==> config.mk <==
export PLATFORM = sky130hd
export DESIGN_NAME = shift_pattern_sequencer_flat
export DESIGN_NICKNAME = d
export VERILOG_FILES = /design/src/rtl/shift_pattern_sequencer_if.sv /design/src/rtl/shift_pattern_sequencer.sv /design/src/flat_wrapper.sv
export SDC_FILE = /design/constraint.sdc
export NUM_CORES = 1
export LEC_CHECK = 0
export BUFFER_PORTS_ARGS = -buffer_cell sky130_fd_sc_hd__buf_2
export CORE_MARGIN = 2
export CORE_UTILIZATION = 45
export DETAILED_ROUTE_END_ITERATION = 12
export PLACE_DENSITY_LB_ADDON = 0.12
export SYNTH_ARGS = -nofsm -noshare
export SYNTH_HDL_FRONTEND = slang
export SYNTH_SLANG_ARGS = --single-unit
==> constraint.sdc <==
create_clock -name clock -period 1.3 [get_ports clock]
set_clock_uncertainty 0.1 [all_clocks]
set_input_delay 0.26 -clock clock [delete_from_list [all_inputs] [get_ports clock]]
set_output_delay 0.26 -clock clock [all_outputs]
set_load 0.005 [all_outputs]
==> src/rtl/shift_pattern_sequencer_if.sv <==
// Bundle of the run-request and result signals between the switch/key side
// and the pattern sequencer. The controller side drives the request, and the
// sequencer reports the serial stream and the run results.
interface shift_pattern_sequencer_if #(
  parameter int WIDTH   = 10,
  parameter int COUNT_W = 4
);
  logic               start;
  logic               pause;
  logic [WIDTH-1:0]   pattern;
  logic               serial_out;
  logic [WIDTH-1:0]   shift_data;
  logic [COUNT_W-1:0] bit_index;
  logic [COUNT_W-1:0] match_count;
  logic               busy;
  logic               done;

  modport master (
    output start, pause, pattern,
    input  serial_out, shift_data, bit_index, match_count, busy, done
  );

  modport slave (
    input  start, pause, pattern,
    output serial_out, shift_data, bit_index, match_count, busy, done
  );
endinterface

==> src/rtl/shift_pattern_sequencer.sv <==
// Pattern run sequencer: captures a parallel pattern on start, shifts it out
// LSB-first one bit per unpaused clock, counts 0->1 transitions in the serial
// stream and pulses done for one cycle at the end of the run.
module shift_pattern_sequencer #(
  parameter int WIDTH   = 10,
  parameter int COUNT_W = 4
) (
  input  logic                 clock,
  input  logic                 reset_n,
  shift_pattern_sequencer_if.slave bus
);

  typedef enum logic [1:0] {
    IDLE  = 2'b00,
    SHIFT = 2'b01,
    DONE  = 2'b10
  } state_t;

  localparam logic [COUNT_W-1:0] LAST_IDX  = COUNT_W'(WIDTH - 1);
  localparam logic [COUNT_W-1:0] COUNT_MAX = {COUNT_W{1'b1}};

  state_t state;
  logic   prev_bit;

  // The serial bit is only meaningful while shifting; it is forced low otherwise.
  assign bus.serial_out = (state == SHIFT) ? bus.shift_data[0] : 1'b0;

  // Run control, shift register, transition counter and registered status flags.
  always_ff @(posedge clock or negedge reset_n) begin
    if (!reset_n) begin
      state           <= IDLE;
      bus.shift_data  <= '0;
      bus.bit_index   <= '0;
      bus.match_count <= '0;
      bus.busy        <= 1'b0;
      bus.done        <= 1'b0;
      prev_bit        <= 1'b1;
    end else begin
      case (state)
        IDLE: begin
          bus.done <= 1'b0;
          if (bus.start) begin
            bus.shift_data  <= bus.pattern;
            bus.bit_index   <= '0;
            bus.match_count <= '0;
            prev_bit        <= 1'b1;
            bus.busy        <= 1'b1;
            state           <= SHIFT;
          end
        end
        SHIFT: begin
          if (!bus.pause) begin
            bus.shift_data <= {1'b0, bus.shift_data[WIDTH-1:1]};
            if (!prev_bit && bus.shift_data[0] && (bus.match_count != COUNT_MAX)) begin
              bus.match_count <= bus.match_count + 1'b1;
            end
            prev_bit      <= bus.shift_data[0];
            bus.bit_index <= bus.bit_index + 1'b1;
            if (bus.bit_index == LAST_IDX) begin
              bus.busy <= 1'b0;
              bus.done <= 1'b1;
              state    <= DONE;
            end
          end
        end
        DONE: begin
          bus.done <= 1'b0;
          state    <= IDLE;
        end
        default: begin
          bus.busy <= 1'b0;
          bus.done <= 1'b0;
          state    <= IDLE;
        end
      endcase
    end
  end

endmodule
==> src/flat_wrapper.sv <==
// flat-port wrapper written by rule: the top's interface ports become plain ports
module shift_pattern_sequencer_flat 
#(
  parameter int WIDTH   = 10,
  parameter int COUNT_W = 4
)
  (clock, reset_n, bus_start, bus_pause, bus_pattern, bus_serial_out, bus_shift_data, bus_bit_index, bus_match_count, bus_busy, bus_done);
  shift_pattern_sequencer_if #(.WIDTH(WIDTH), .COUNT_W(COUNT_W)) bus_i ();
  input  logic clock;
  input  logic reset_n;
  input wire logic [$bits(bus_i.start)-1:0] bus_start;
  input wire logic [$bits(bus_i.pause)-1:0] bus_pause;
  input wire logic [$bits(bus_i.pattern)-1:0] bus_pattern;
  output wire logic [$bits(bus_i.serial_out)-1:0] bus_serial_out;
  output wire logic [$bits(bus_i.shift_data)-1:0] bus_shift_data;
  output wire logic [$bits(bus_i.bit_index)-1:0] bus_bit_index;
  output wire logic [$bits(bus_i.match_count)-1:0] bus_match_count;
  output wire logic [$bits(bus_i.busy)-1:0] bus_busy;
  output wire logic [$bits(bus_i.done)-1:0] bus_done;
  assign bus_i.start = bus_start;
  assign bus_i.pause = bus_pause;
  assign bus_i.pattern = bus_pattern;
  assign bus_serial_out = bus_i.serial_out;
  assign bus_shift_data = bus_i.shift_data;
  assign bus_bit_index = bus_i.bit_index;
  assign bus_match_count = bus_i.match_count;
  assign bus_busy = bus_i.busy;
  assign bus_done = bus_i.done;
  shift_pattern_sequencer #(.WIDTH(WIDTH), .COUNT_W(COUNT_W)) u_core (.clock(clock), .reset_n(reset_n), .bus(bus_i));
endmodule
### Yosys cells after proc, flatten, opt, wreduce, memory -nomap -nowiden

Index checks and enable logic that the tools add are counted.

* input bits: 14
* bits in read-only memories: 0
* output and inout bits: 21
* bits in registers: 23
* memories kept: 0
* bits in latches: 0
* logic and storage cells: 51
* bits in writable memories: 0

* order comparisons: 0
* equal/unequal tests: 8
* shift-type cells: 0
* reductions and logical operators: 10
* divide/modulo/power cells: 0
* multiply operators: 0
* $add $sub $neg: 2
* bitwise operators: 1
* multiplexer cells: 23

Operators by type and width (count)
* 2-to-1 mux 10 bit: 2
* one-hot mux 10 bit (2 select lines): 1
* 2-to-1 mux 4 bit: 4
* one-hot mux 4 bit (2 select lines): 2
* adder 4 x 1 -> 4 bit (second input constant): 2
* 2-to-1 mux 1 bit: 8
* inequality test 2 bit (second input constant): 4
* AND reduction 4 bit: 2
* 2-to-1 mux 2 bit: 3
* AND reduction 3 bit: 2
* == test 4 bit (second input constant): 1
* inequality test 4 bit (second input constant): 1
* one-hot mux 2 bit (2 select lines): 1
* one-hot mux 1 bit (3 select lines): 1
* == test 2 x 1 -> 1 bit (second input constant): 1
* == test 2 bit (second input constant): 1
* logical AND 1 bit: 2
* zero test 2 bit: 1
* one-hot mux 1 bit (2 select lines): 1
* AND reduction 2 bit: 1
* nonzero test 2 bit: 1
* zero test 1 bit: 1
* NOT 1 bit: 1

### Longest topological paths before layout

* depth after elaboration: 6
* gate-level depth with buffers: 6
* depth with buffers taken out: 5

### Least setup slack after synthesis

OpenSTA, ideal clock, no wires.

* path type: reg-to-reg
* from: reg u_core.bus.match_count[0]
* to: reg u_core.bus.match_count[0]
* setup slack: -0.071 ns
* setup time: 0.121 ns
* cell stages (with the launch flop): 5
* data required time: 1.079 ns
* arrival: 1.150 ns
* period minus slack after synthesis: 1.371 ns
* buffers on the path: 0
* cell sequence: dfrtp_1 > ha_1 > a31oi_1 > o21ai_1 > a22o_1

* word-level cells in the longest chain between the ends: 4
* elaborated cells between the ends (all ways): 8
* classes of those cells: 1 x add/sub; 2 x eq/ne; 3 x mux; 2 x reduce/logical

Ends and longest elaborated chain
* from (decl): RTL line shift_pattern_sequencer_if.sv:25 `output serial_out, shift_data, bit_index, match_count, busy, done`
* from (signal assigned): RTL line shift_pattern_sequencer.sv:55 `bus.match_count <= bus.match_count + 1'b1;`
* adder 4 x 1 -> 4 bit / inequality test 4 bit (equally long branches): RTL line shift_pattern_sequencer.sv:55, shift_pattern_sequencer.sv:54
* 2-to-1 mux 4 bit / logical AND 1 bit (equally long branches): RTL line shift_pattern_sequencer.sv:54 `if (!prev_bit && bus.shift_data[0] && (bus.match_count != COUNT_MAX)) begin`
* 2-to-1 mux 4 bit / inequality test 2 bit (equally long branches)
* one-hot mux 4 bit (2 select lines) / AND reduction 4 bit (equally long branches)

Several ways; a longest one is shown, not always the timed one. The select of a mux whose other input is x is not followed.
A chain may end at the register's enable or synchronous reset.

### Worst setup path after layout

* from: reg u_core.state[1]
* to: out bus_serial_out

* word-level cells in the longest chain between the ends: 2

Ends and longest elaborated chain
* from (decl): RTL line shift_pattern_sequencer.sv:22 `state_t state;`
* from (signal assigned): RTL line shift_pattern_sequencer.sv:31 `state <= IDLE;`
* from (signal assigned): RTL line shift_pattern_sequencer.sv:48 `state <= SHIFT;`
* from (signal assigned): RTL line shift_pattern_sequencer.sv:62 `state <= DONE;`
* == test 2 x 1 -> 1 bit: RTL line shift_pattern_sequencer.sv:26 `assign bus.serial_out = (state == SHIFT) ? bus.shift_data[0] : 1'b0;`
* 2-to-1 mux 1 bit: RTL line shift_pattern_sequencer.sv:26
* to (decl): RTL line flat_wrapper.sv:14 `output wire logic [$bits(bus_i.serial_out)-1:0] bus_serial_out;`

No other way between the ends.

==> impl_results.md <==
- Status: finished with violations
- Violated checks: setup timing
- Synth cell types: 34
- Mapped cell area: around 1200 um2
- Final setup margin: -185 ps
- Number of H-tree levels: 1
- #FFs+latches synth: 23
- Antenna violations before repair: 0
- Post-Place Worst Slack: -81.4 ps
- Critical path class: reg2out
- Worst-path cell chain: nor2b_4, and2_1, buf_2
- 1st-iter DRT viols: 27
- Fmax: just under 700 MHz
- Hold slack: between 80 and 90 ps
- Post-synth EDFFs: 0
- CP startpoint kind: flop
- Gr ovfl total: 0
- Fillcell total: 206
- Finished Core Util: 73.3%
- Io pins: 35
- Worst-path clk slew: ~130 ps
- Reg2Reg Depth: 5
- Max IR drop VDD: around 0.0016 V
- Dpl cells: 204
- Post-synth top flop: dfrtp_1
- R2R Path Start: u_core.state[1]
- Global-route wire length before repair: around 5200 um
- Sequential cell area fraction in the yosys report: between 40% and 50%
- Synthesized area per cell: 9.28 um2
- Worst hold path class: in2reg
- Commonest cells after routing, fill and taps aside: buf_2, buf_4, nand2_1
- # diodes: 0
- Core area: around 2500 um2
- TritonCTS clock tree: yes
- FFs w/ async S/R, synth: 100%
- GP Congestion: between 0.8 and 0.9
- Period utilization: 114%
- Die area: around 3100 um2
- Bufs and invs on worst path: 1
- Floorplan row count: 18
- IO Port Bufs: 34
- Final Instance Area: roughly 1800 um2
- Crit-path max FO: 4
- Crit path time final: around 1500 ps
- Worst r2r dst: u_core.bus.shift_data[8]
- Nets: ~210
- CTS Sinks: 23
- Placed cell areas: about 1500 um2
- Number of buffers created by CTS: 3
- Slew @ Worst Pin: 517 ps
- WP data required: roughly 940 ps
- CP Data Arrival Time: ~1100 ps
- Fin. Hold Viols: 0
- Critical path's largest stage delay: about 470 ps
- Worst rel slew slack: between 60% and 70%
- WP depth: 3
- Mapped Nets: ~150
- Router iterations before antenna repair: 4
- Yosys top cell area share: between 40% and 50%
- Critical path startpoint: u_core.state[1]
- P_leak: a little under 0.9 nW
- CTS Buffer Depth: 2
- Synthesis-to-finish area growth: 54.3%
- Antenna viol nets, final: 0
- R2R setup slack: -110 ps
- Later-pin clock latency in the skew report: around 300 ps
- Vias/cell: approximately 5.3
- Die Width: 55.4 um
- GRT Resource Usage Total: between 20% and 30%
- Area leader, netlist: dfrtp_1
- Initial core utilization: between 40% and 50%
- Largest net degree at the start of global routing: 24
- Worst Setup End Kind: primary output
- Max stage delay cell, worst path: dfrtp_2
- MaxCap Viol Count: 0
- Setup violators final: 25
- RSZ-0062 raised after global routing: true
- CP top delay family: flip-flops
- Vias in the first global route: 1156
- Post-Route WL: roughly 3100 um
- Via count: 1178
- CP endpoint: bus_serial_out
- Mapped Cells: 128
- Remaining DRCs: 0
- Die Ht: 55.4 um
- Ys Warns: 0
- Routed WL per cell: roughly 14 um
- Non-filler cells in the finished layout: ~220
- Share of cells above drive strength 1: about half
- Post-DP HPWL: approximately 2000 um
- Commonest non-fill, non-tap cell in the layout: buf_2
- PD cells: 2200 nW/um2
- Slew Viols, Final: 0
- Clock Tree Root: clkbuf_4
- Top post-synthesis cells by area: dfrtp_1, nand2_1, a31oi_1
[cells by family after synthesis]
kind of cell	after synthesis	share of synthesized area, %
simple gates	50	19.0
flops	23	48.6
buf+inv	12	5.37
compound gates	39	23.0
mux	1	0.948
fa+ha+maj	3	3.16
[cell type report]
class,instances,area [um2],area share [%]
Multi-Input combinational cell,93,651,35.5
Sequential cell,23,583,31.8
Timing Repair Buffer,67,519,28.3
Tap cell,30,37.5,2.05
Clock buffer,4,26.3,1.43
Inverter,4,15.0,0.820
[how the worst min path moves through the flow]
stage	start	to	slack (ps)	cells past startpoint
floorplan	reset_n	u_core.bus.bit_index[0]	-140	0
global placement	reset_n	u_core.bus.shift_data[4]	160	1
detailed placement	reset_n	u_core.bus.shift_data[4]	170	1
CTS	bus_pattern[4]	u_core.bus.shift_data[4]	80	3
global route	bus_pattern[3]	u_core.bus.shift_data[3]	90	3
finish	bus_pattern[4]	u_core.bus.shift_data[4]	90	3
[stage by stage]
step | setup TNS (ps) | total power (W)
floorplan | -23.4 | 0.00227
global placement | -197 | 0.00299
detailed placement | -838 | 0.00305
CTS | -1330 | 0.00385
global route | -3010 | 0.00433
finish | -1700 | 0.00403
[registers in the layout (all words and copies together) (netlist names)]
signal / cells
u_core.bus.match_count: 4
u_core.bus.done: 1
u_core.bus.shift_data: 10
u_core.bus.bit_index: 4
u_core.state: 2
u_core.bus.busy: 1
u_core.prev_bit: 1
[synth_stat cells (all sizes together), types with 2 or more instances]
library cell and count:
nand2 21, a22o 5, buf 8, nand2b 2, inv 4, nor2 15, o21ai 3, nor3 2
dfrtp 22, nor2b 4, o31ai 2, ha 3, o22ai 4, a21oi 8, a31oi 11
[repair_timing]
item	4_1_cts	5_1_grt
gates cloned	0	0
setup buffers	8	5
pin swaps	9	8
hold buffers	1	0
resized for setup	31	12
setup endpoints to repair	26	31
hold endpoints to repair	22	0
[per-layer routing]
layer	wire length (um)	GRT usage [%]
met1	1360	26.8
met5	0	0
met3	143	3.28
met2	1590	35.7
met4	10	4.18
[where the power goes]
part	total, W	switching [W]	internal [W]
combinational	0.00240	0.00103	0.00137
clock	0.000337	0.000218	0.000119
sequential	0.00129	0.000272	0.00102
total	0.00403	0.00152	0.00251
[worst register-to-register path: stages (launching register included)]
cell      delay, ps
dfrtp_2         470
o21bai_4        210
a21oi_4         190
buf_12          170
nor2_1           50
a31oi_1         150
(Power assumes the default switching activity.)
